$ cat src/rtl/rv32_decode_queue.sv
// rv32_decode_queue: fetch-to-decode FIFO holding pc, instruction and branch prediction
module rv32_decode_queue #(
    parameter int DEPTH = 2,
    parameter int XLEN  = 32
) (
    input  logic                       clk,
    input  logic                       reset_n,
    input  logic                       flush_in,
    input  logic                       in_valid,
    output logic                       in_ready,
    input  logic [XLEN-1:0]            pc_in,
    input  logic [XLEN-1:0]            instr_in,
    input  logic                       branch_predicted_taken_in,
    output logic                       out_valid,
    input  logic                       out_ready,
    output logic [XLEN-1:0]            pc_out,
    output logic [XLEN-1:0]            instr_out,
    output logic                       branch_predicted_taken_out,
    output logic [$clog2(DEPTH+1)-1:0] count_out
);
    localparam int AW = $clog2(DEPTH);
    localparam int CW = $clog2(DEPTH+1);

    logic [XLEN-1:0] pc_q    [DEPTH];
    logic [XLEN-1:0] instr_q [DEPTH];
    logic            bpt_q   [DEPTH];
    logic [AW-1:0]   wr_ptr, rd_ptr;
    logic [CW-1:0]   count;
    logic            push, pop;

    assign in_ready   = count != CW'(DEPTH);
    assign out_valid  = count != '0;
    assign push       = in_valid && in_ready && !flush_in;
    assign pop        = out_valid && out_ready && !flush_in;
    assign count_out  = count;
    assign pc_out     = pc_q[rd_ptr];
    assign instr_out  = instr_q[rd_ptr];
    assign branch_predicted_taken_out = bpt_q[rd_ptr];

    // Pointer and occupancy bookkeeping; pointers wrap naturally at power-of-two depth
    always_ff @(posedge clk) begin
        if (!reset_n || flush_in) begin
            wr_ptr <= '0;
            rd_ptr <= '0;
            count  <= '0;
        end else begin
            wr_ptr <= push ? wr_ptr + AW'(1) : wr_ptr;
            rd_ptr <= pop ? rd_ptr + AW'(1) : rd_ptr;
            count  <= (push && !pop) ? count + CW'(1) : (pop && !push) ? count - CW'(1) : count;
        end
    end

    // Entry storage, cleared on reset so the head never reads X
    always_ff @(posedge clk) begin
        if (!reset_n) begin
            for (int i = 0; i < DEPTH; i++) begin
                pc_q[i]    <= '0;
                instr_q[i] <= '0;
                bpt_q[i]   <= 1'b0;
            end
        end else if (push) begin
            pc_q[wr_ptr]    <= pc_in;
            instr_q[wr_ptr] <= instr_in;
            bpt_q[wr_ptr]   <= branch_predicted_taken_in;
        end
    end
endmodule

$ cat config.mk
export PLATFORM = sky130hd
export DESIGN_NAME = rv32_decode_queue
export DESIGN_NICKNAME = d
export VERILOG_FILES = /design/src/rtl/rv32_decode_queue.sv
export SDC_FILE = /design/constraint.sdc
export NUM_CORES = 1
export LEC_CHECK = 0
export ABC_AREA = 1
export BUFFER_PORTS_ARGS = -buffer_cell sky130_fd_sc_hd__buf_2
export CAP_MARGIN = 15
export CORE_MARGIN = 10
export CORE_UTILIZATION = 60
export CTS_BUF_LIST = sky130_fd_sc_hd__clkbuf_8
export DETAILED_ROUTE_END_ITERATION = 8
export PLACE_DENSITY = 0.95
export SYNTH_ARGS = -nofsm -noshare
export SYNTH_HDL_FRONTEND = slang
export SYNTH_SLANG_ARGS = --single-unit
$ cat constraint.sdc
create_clock -name clk -period 5 [get_ports clk]
set_input_delay 0.5 -clock clk [delete_from_list [all_inputs] [get_ports clk]]
set_output_delay 0.5 -clock clk [all_outputs]
set_load 0.05 [all_outputs]
# --- Yosys cells after proc, flatten, opt, wreduce, memory -nomap -nowiden ---
# Memories as Yosys holds them, arrays and structs flattened. A register that Yosys moved wholly into a read port is not among the register bits.
# Index checks and enable logic that the tools add are counted.
classes:
  eq_ne: 1
  reduce_logical: 16
  addsub: 4
  n_mux: 21
op_table:
  columns: ["cell", "n"]
  rows:
  - ["two-way mux 32 bit", 2]
  - ["OR reduction 32 bit", 2]
  - ["two-way mux 1 bit", 17]
  - ["logical AND 1 bit", 6]
  - ["logical NOT 1 bit", 4]
  - ["two-way mux 2 bit", 2]
  - ["nonzero test 2 bit", 2]
  - ["adder 1 bit (second input constant)", 2]
  - ["adder 2 x 1 -> 2 bit (second input constant)", 1]
  - ["!= test 2 bit (second input constant)", 1]
  - ["subtractor 2 x 1 -> 2 bit (second input constant)", 1]
  - ["logical OR 1 bit", 1]
  - ["OR reduction 1 bit", 1]
totals:
  register_bits: 4
  elab_cells: 48
  out_inout_bits: 69
  mem_count: 3
  ram_bits: 130
  input_bits: 70
mem_list:
  columns: ["name", "words", "word_bits", "rd", "rd_ports_with_merged_regs", "wr", "line", "source"]
  rows:
  - ["instr_q", 2, 32, 1, 1, 2, "25", "logic [XLEN-1:0] instr_q [DEPTH];"]
  - ["pc_q", 2, 32, 1, 1, 2, "24", "logic [XLEN-1:0] pc_q [DEPTH];"]
  - ["bpt_q", 2, 1, 1, 1, 2, "26", "logic bpt_q [DEPTH];"]

# --- Logic depth before layout (Yosys ltp) ---
# Gate-level depths: netlist of the first run.
logic_depth:
  ltp_word: 8
  mapped_depth: 10
  ltp_nobuf: 10

# --- Least setup slack after synthesis of the first run ---
# OpenSTA, ideal clock, no wires.
synth_timing:
  path_kind: "register to register"
  startpoint: "reg count[0] (netlist: count_out[0])"
  endpoint: "mem instr_q[1][0] (enable)"
  required_ns: 4.576
  slack_ns: 1.631
  path_buffers: 2
  t_arrival_ns: 2.946
  synth_period_minus_slack_ns: 3.369
  path_stages_with_launch: 7
  setup_time_ns: 0.424
  cell_sequence: "dfxtp_1 > inv_2 > nand2_2 > nand4_2 > buf_6 > buf_6 > nand2_1"
synth_lines:
  columns: ["element", "line", "source"]
  rows:
  - ["start: declaration", "28", "logic [CW-1:0] count;"]
  - ["start signal: assignment", "49", "count <= (push && !pop) ? count + CW'(1) : (pop && !push) ? count - CW'(1) : count;"]
  - ["end: declaration", "25", null]

==> flow_metrics.tcl, run 1 <==
set metrics [dict create \
    dp_cells 716 \
    max_stage_delay_ns 0.93 \
    netlist_instances 462 \
    grt_setup_unrepaired "no" \
    grt_pass1_wl_um 20000 \
    synth_top_area_share 0.646 \
    synth_xor_area_frac 0 \
    synth_fp_nets 533 \
    synthMuxAreaShare 0.123 \
    hp-class "primary input to flip-flop" \
    ys_seq_area_frac 0.669 \
    grt-ovfl-total 0 \
    drive_gt1_frac 0.463 \
    slew_violations 0 \
    crit_type "flip-flop to output port" \
    tightest_slew_ns 0.937 \
    cp_num_buf_inv 2 \
    end_kind "output port" \
    synthSimpleGateAreaFrac 0.126 \
    numCtsBuffers 17 \
    area_growth_syn_to_layout_pct 19.6 \
    drt_pre_antenna_iters 5 \
    rows 36 \
    cp_num_cells 3 \
    syn_area_um2 5950 \
    initial_core_util 0.612 \
    power.density_nw_per_um2 363 \
    crit_end "pc_out[9]" \
    netlist_top_cells_count "edfxtp_1, nor2_1, inv_1" \
    synth_compound_area_frac 0.00378 \
    cp_slowest_cell "dfxtp_2" \
    postRouteAntennaNets 0 \
    fin_crit_ns 2.97 \
    vias_per_cell 5.05 \
    ys_seq_elements 135 \
    clkTransAtPathRegs_ns 0.07 \
    finalCritPeriodShare 0.593 \
    rr_endpoint "pc_q[0][10]" \
    die_h_um 120 \
    outcome "completed" \
    fp.dieArea_um2 14300 \
    cts_setup_buffers 0 \
    synthArstFlopShare 0 \
    synth_cell_type_count 20 \
    crit_family "flip-flops" \
    crit_required_ns 4.50 \
    finalPower_uw 2590 \
    cts.path.max_buffers 2 \
    synthAdderAreaFrac 0.00210 \
    io_buffers 138 \
    nNetsFinal 674 \
    crit_arrival_ns 2.47 \
    htreeDepth 4 \
    synthFlopType "edfxtp_1" \
    ctsHoldBuffers 0 \
    yosysMostFrequentCell "edfxtp_1" \
    post_cts_resized 0 \
    io_pins 139 \
    ys_top_cells_by_area "edfxtp_1, mux2_2, nor2_1" \
    grt_pass1_vias 4117 \
    cts_tree "done" \
    dpl.hpwl_um 8390 \
    drc 0 \
    worstRegToRegCells 5 \
    setup-tns-final_ns 0 \
    vdd_drop_max_mv 0.191 \
    final_cells 749 \
    synth_top_family_by_area "simple AND/OR/NAND/NOR gates" \
    place.gp.congestion 0.836 \
    setup_viol 0 \
    clk_latency_ns 0.42 \
    antenna_found_initial 0 \
    ys_warn_count 0 \
    critical_path.max_fanout 39 \
    coreArea_um2 9730 \
    timing.reg2reg.setup_slack_ns 2.64 \
    finalHoldViolations 0 \
    maxCapViolCount 0 \
    routed_wl_um 12500 \
    synth-edff-count 128 \
    leakage_uw 0.00327 \
    cts.sinks 135 \
    cts_root_buf "clkbuf_8" \
    reg2reg_from "count_out[0]" \
    hold_path_depth 3 \
    drtIter0Drc 266 \
    diodes 0 \
    clock-skew-final_ns 0.00988 \
    fmaxAchievable_mhz 337 \
    slew_headroom 0.375 \
    grt_max_degree 66 \
    grt_usage 0.175 \
    die_w_um 120 \
    worst_setup_path_start_kind "flip-flop" \
    vias 3784 \
    nFillCells 657 \
    avgSynthCellArea_um2 12.9 \
    path_cells "buf_4, mux2_2, buf_2" \
    synth_area_leader_cell "edfxtp_1" \
    avgRoutedWirePerCell_um 16.7 \
]
[cell families after synthesis]
logic type	after synthesis
simple gates	161
flops	135
buf+inv	96
mux	65
compound gates	4
fa+ha+maj	1
[metal layers]
metal	GRT usage	wire (um)	share of wire	vias up
met3	0.0600	942	0.075	16
li1	-	-	-	1798
met1	0.203	5090	0.41	1816
met5	0	0	0	-
met2	0.294	6270	0.50	154
met4	0.0694	177	0.014	0
[sequential cells by signal, indices dropped and copies added (netlist names), named ones only]
signal,flops
bpt_q,2
rd_ptr,1
wr_ptr,1
pc_q,64
instr_q,64
count_out,2
[worst register-to-register path, stage by stage, from the launching register on]
cell and delay (ns):
dfxtp_1 0.46, inv_2 0.09, nand2_2 0.11, nand3_1 0.15, nand2_2 0.63, buf_4 0.56
[report_power, final]
part | leakage (uW) | internal [uW] | switching, uW
logic | 0.00164 | 92.2 | 253
registers | 0.00141 | 1290 | 18.3
clock network | 0.000223 | 539 | 390
total | 0.00327 | 1930 | 662
[final cells by class]
cell class              instances  area (um^2)  share of cell area
flip-flops and latches        135         3990               0.559
well taps                     133          166              0.0234
repair buffers                143          741               0.104
multi-input cells             231         1530               0.215
clock buffers                  21          289              0.0406
inverters                      75          282              0.0395
clock inverters                11          131              0.0184
[worst min path at each step]
stage | from | endpoint | slack, ns
2_1_floorplan | bpt_q[0] | bpt_q[0] | 0.45
3_3_place_gp | bpt_q[0] | bpt_q[0] | 0.46
3_5_place_dp | bpt_q[0] | bpt_q[0] | 0.47
4_1_cts | branch_predicted_taken_in | bpt_q[1] | 0.32
5_1_grt | branch_predicted_taken_in | bpt_q[1] | 0.34
6_report | branch_predicted_taken_in | bpt_q[1] | 0.36
[layout by cell type (no fill, tap or decap)]
master,netlist,routed
nor2_4,1,1
buf_2,10,138
nand2_2,1,3
nand3_1,3,3
nand3_4,1,1
inv_1,73,76
inv_2,2,2
clkinv_2,0,2
o21ai_0,1,1
nor2_1,94,94
mux2_2,65,65
buf_4,0,4
dfxtp_1,7,6
clkinv_1,0,1
nand4_4,0,1
o21a_1,1,1
a21oi_1,2,2
edfxtp_1,128,128
nor2_2,40,40
buf_12,0,1
ha_1,1,1
clkinvlp_4,0,1
bufinv_16,0,3
clkinv_4,0,1
clkbuf_8,0,21
dfxtp_2,0,1
nand2_1,17,15
nand4_1,3,3
[metrics by stage]
stage | instance area [um^2] | setup slack, ns | hold WS [ns] | util
4_1_cts | 7100 | 1.96 | 0.325 | 0.730
2_1_floorplan | 5950 | 1.63 | 0.447 | -
3_3_place_gp | 6680 | 2.43 | 0.463 | 0.687
6_report | 7120 | 2.03 | 0.361 | 0.732
5_1_grt | 7120 | 1.89 | 0.344 | 0.732
3_5_place_dp | 6680 | 2.31 | 0.468 | 0.687
No activity file was read; power rests on OpenSTA's default activity.
==> run 2, diff against run 1 <==
--- a/config.mk
+++ b/config.mk
@@ -5,14 +5,14 @@
 export SDC_FILE = /design/constraint.sdc
 export NUM_CORES = 1
 export LEC_CHECK = 0
-export ABC_AREA = 1
+export ABC_AREA = 0
 export BUFFER_PORTS_ARGS = -buffer_cell sky130_fd_sc_hd__buf_2
 export CAP_MARGIN = 15
 export CORE_MARGIN = 10
-export CORE_UTILIZATION = 60
+export CORE_UTILIZATION = 50
 export CTS_BUF_LIST = sky130_fd_sc_hd__clkbuf_8
 export DETAILED_ROUTE_END_ITERATION = 8
-export PLACE_DENSITY = 0.95
+export PLACE_DENSITY = 0.88
 export SYNTH_ARGS = -nofsm -noshare
 export SYNTH_HDL_FRONTEND = slang
 export SYNTH_SLANG_ARGS = --single-unit
==> constraint.sdc (replaced) <==
create_clock -name clk -period 2.6 [get_ports clk]
set_input_delay 0.26 -clock clk [delete_from_list [all_inputs] [get_ports clk]]
set_output_delay 0.26 -clock clk [all_outputs]
set_load 0.05 [all_outputs]
==> run 2 against run 1 <==
Critical path type unchanged. Count of clock-buffer cells in the layout decreased by 4. Non-clock buffer count increased by 4. Final area decreased by 0.58%. Cell count decreased by 9.1%. Global-route usage decreased by 2.6 points. Worst hold slack got worse by 0.27 ns. Area after synthesis decreased by 1.9%. Sequential cell count unchanged. Sequential share of layout area increased by 0.36 points. Sequential power increased by 92%. Synthesized cell count decreased by 18%. Via count decreased by 8.0%.
==> flow_metrics.tcl, run 2 <==
set metrics [dict create \
    reg2reg_from "count_out[0]" \
    netlist_top_cells_count "and2_1, edfxtp_1, mux2_2" \
    path_cells "buf_4, mux2_2, buf_2" \
    setup_viol 0 \
    synth_top_area_share 0.658 \
    nNetsFinal 596 \
    synth_cell_type_count 23 \
    rr_endpoint "instr_q[0][1]" \
    crit_arrival_ns 1.92 \
    ys_seq_area_frac 0.682 \
    setup-tns-final_ns 0 \
    final_common_cell "buf_2" \
    finalHoldViolations 0 \
    final_cell_mix "buf_2, and2_1, edfxtp_1, mux2_2, clkbuf_8" \
    finalCritPeriodShare 0.840 \
    drc 0 \
    synth-edff-count 128 \
    vdd_drop_max_mv 0.382 \
    fmaxAchievable_mhz 458 \
    min-delay-start "branch_predicted_taken_in" \
    fp.dieArea_um2 16400 \
    vias 3480 \
    crit_type "flip-flop to output port" \
    worstRegToRegCells 4 \
    slew_headroom 0.616 \
    final_area_um2 7080 \
    die_h_um 128 \
    ys_top_cells_by_area "edfxtp_1, and2_1, mux2_2" \
    syn_area_um2 5840 \
    synth_area_leader_cell "edfxtp_1" \
    outcome "completed" \
    io_pins 139 \
    cp_slowest_cell "dfxtp_4" \
    numCtsBuffers 17 \
    power.density_nw_per_um2 678 \
    tightest_slew_ns 0.577 \
    routed_wl_um 12400 \
    max_stage_delay_ns 0.54 \
    slew_violations 0 \
    worst_setup_path_start_kind "flip-flop" \
    dpl.hpwl_um 8360 \
    grt_max_degree 66 \
    synthMuxAreaShare 0.129 \
    grt_pass1_vias 3796 \
    drt_pre_antenna_iters 4 \
    synth_xor_area_frac 0.00450 \
    critical_path.max_fanout 21 \
    avgSynthCellArea_um2 15.4 \
    cts.path.max_buffers 2 \
    coreArea_um2 11400 \
    dpl_cell_area_um2 6710 \
    cts_setup_buffers 0 \
    synth_fp_nets 451 \
    synthFlopType "edfxtp_1" \
    postRouteAntennaNets 0 \
    cts_root_buf "clkbuf_8" \
    post_cts_resized 0 \
    io_buffers 138 \
    place.gp.congestion 0.753 \
    cts_tree "done" \
    clkTransAtPathRegs_ns 0.08 \
    synthAdderAreaFrac 0.00214 \
    hold_path_depth 3 \
    ys_seq_elements 135 \
    diodes 0 \
    die_w_um 128 \
    htreeDepth 4 \
    rows 39 \
    synthSimpleGateAreaFrac 0.159 \
    antenna_found_initial 0 \
    synth_top_family_by_area "simple AND/OR/NAND/NOR gates" \
    clk_latency_ns 0.43 \
    netlist_instances 380 \
    vias_per_cell 5.11 \
    crit_required_ns 2.34 \
    synth_compound_area_frac 0.00429 \
    grt_setup_unrepaired "no" \
    grt_usage 0.149 \
    timing.reg2reg.setup_slack_ns 0.65 \
    drive_gt1_frac 0.465 \
    fin_crit_ns 2.18 \
    reg_top3 "instr_q (64), pc_q (64)" \
    grt_pass1_wl_um 19100 \
    drtIter0Drc 198 \
    initial_core_util 0.511 \
    area_growth_syn_to_layout_pct 21.3 \
    hp-class "primary input to flip-flop" \
    synthArstFlopShare 0 \
    ctsHoldBuffers 0 \
    whs_endpoint "bpt_q[1]" \
    end_kind "output port" \
    clock-skew-final_ns 0.0117 \
    ys_warn_count 0 \
    leakage_uw 0.00297 \
    grt-ovfl-total 0 \
    avgRoutedWirePerCell_um 18.2 \
    cts.sinks 135 \
    maxCapViolCount 0 \
]
run 2: cell count changes in the layout (fill, tap and decap cells not counted), sizes merged, moves of 3 or more:
| cell | previous run | this run |
|---|---|---|
| nor2 | 135 | 4 |
| and2 | 0 | 128 |
| inv | 78 | 4 |
| nand2 | 18 | 4 |
| clkinvlp | 1 | 7 |
| buf | 143 | 147 |
| clkbuf | 21 | 17 |
| nand3 | 4 | 0 |
| nand4 | 4 | 0 |
| xor2 | 0 | 3 |
run 2: cell type report:
cell class | instances | area, um^2
multi-input cells | 222 | 1750
clock inverters | 15 | 140
clock buffers | 17 | 234
repair buffers | 147 | 783
flip-flops and latches | 135 | 3990
fillers | 882 | 4340
well taps | 143 | 179
inverters | 2 | 7.51
run 2: power by group:
group / internal [uW] / switching (uW) / leakage [uW] / total (uW)
clock: 835 / 799 / 0.000178 / 1630
combinational: 187 / 456 / 0.00140 / 644
sequential: 2490 / 31.8 / 0.00140 / 2520
total: 3510 / 1290 / 0.00297 / 4800
run 2: per-stage QoR:
step / total power, uW / cells / util / worst slack, ns / hold WS (ns)
6_report: 4800 / 681 / 0.620 / 0.415 / 0.0884
5_1_grt: 4980 / 681 / 0.620 / 0.313 / 0.0818
4_1_cts: 4840 / 681 / 0.620 / 0.368 / 0.0604
3_5_place_dp: 3220 / 649 / 0.587 / 0.650 / 0.464
3_3_place_gp: 3200 / 649 / 0.587 / 0.721 / 0.449
2_1_floorplan: 3020 / 380 / - / 0.0882 / 0.396
run 2: worst max path at each step:
stage | end | from | slack (ns)
floorplan | instr_q[1][0] | count_out[0] | 0.09
global placement | instr_q[0][29] | count_out[0] | 0.72
detailed placement | instr_q[0][29] | count_out[0] | 0.65
CTS | instr_out[13] | flip-flop | 0.37
global route | instr_out[5] | flip-flop | 0.31
finish | instr_out[5] | flip-flop | 0.42
run 2: logic make-up after synthesis:
logic type                 Yosys count
buffers and inverters               23
DFF                                135
xor gates and xnor gates             3
AOI/OAI and AO/OA                    5
and+or+nand+nor                    146
adders and majority gates            1
muxes                               67
run 2: per-layer routing:
metal / track usage / vias to the layer above / share of wire / wire length [um]
met4: 0.0576 / 0 / 0.012 / 143
met3: 0.0579 / 14 / 0.077 / 951
li1: - / 1636 / - / -
met2: 0.253 / 116 / 0.51 / 6280
met1: 0.167 / 1714 / 0.41 / 5020
met5: 0 / - / 0 / 0
run 2: critical path, delay by kind of cell (launching register included):
kind     cells  cell delay [ns]
mux          1             0.38
buf+inv      2             0.57
flops        1             0.54
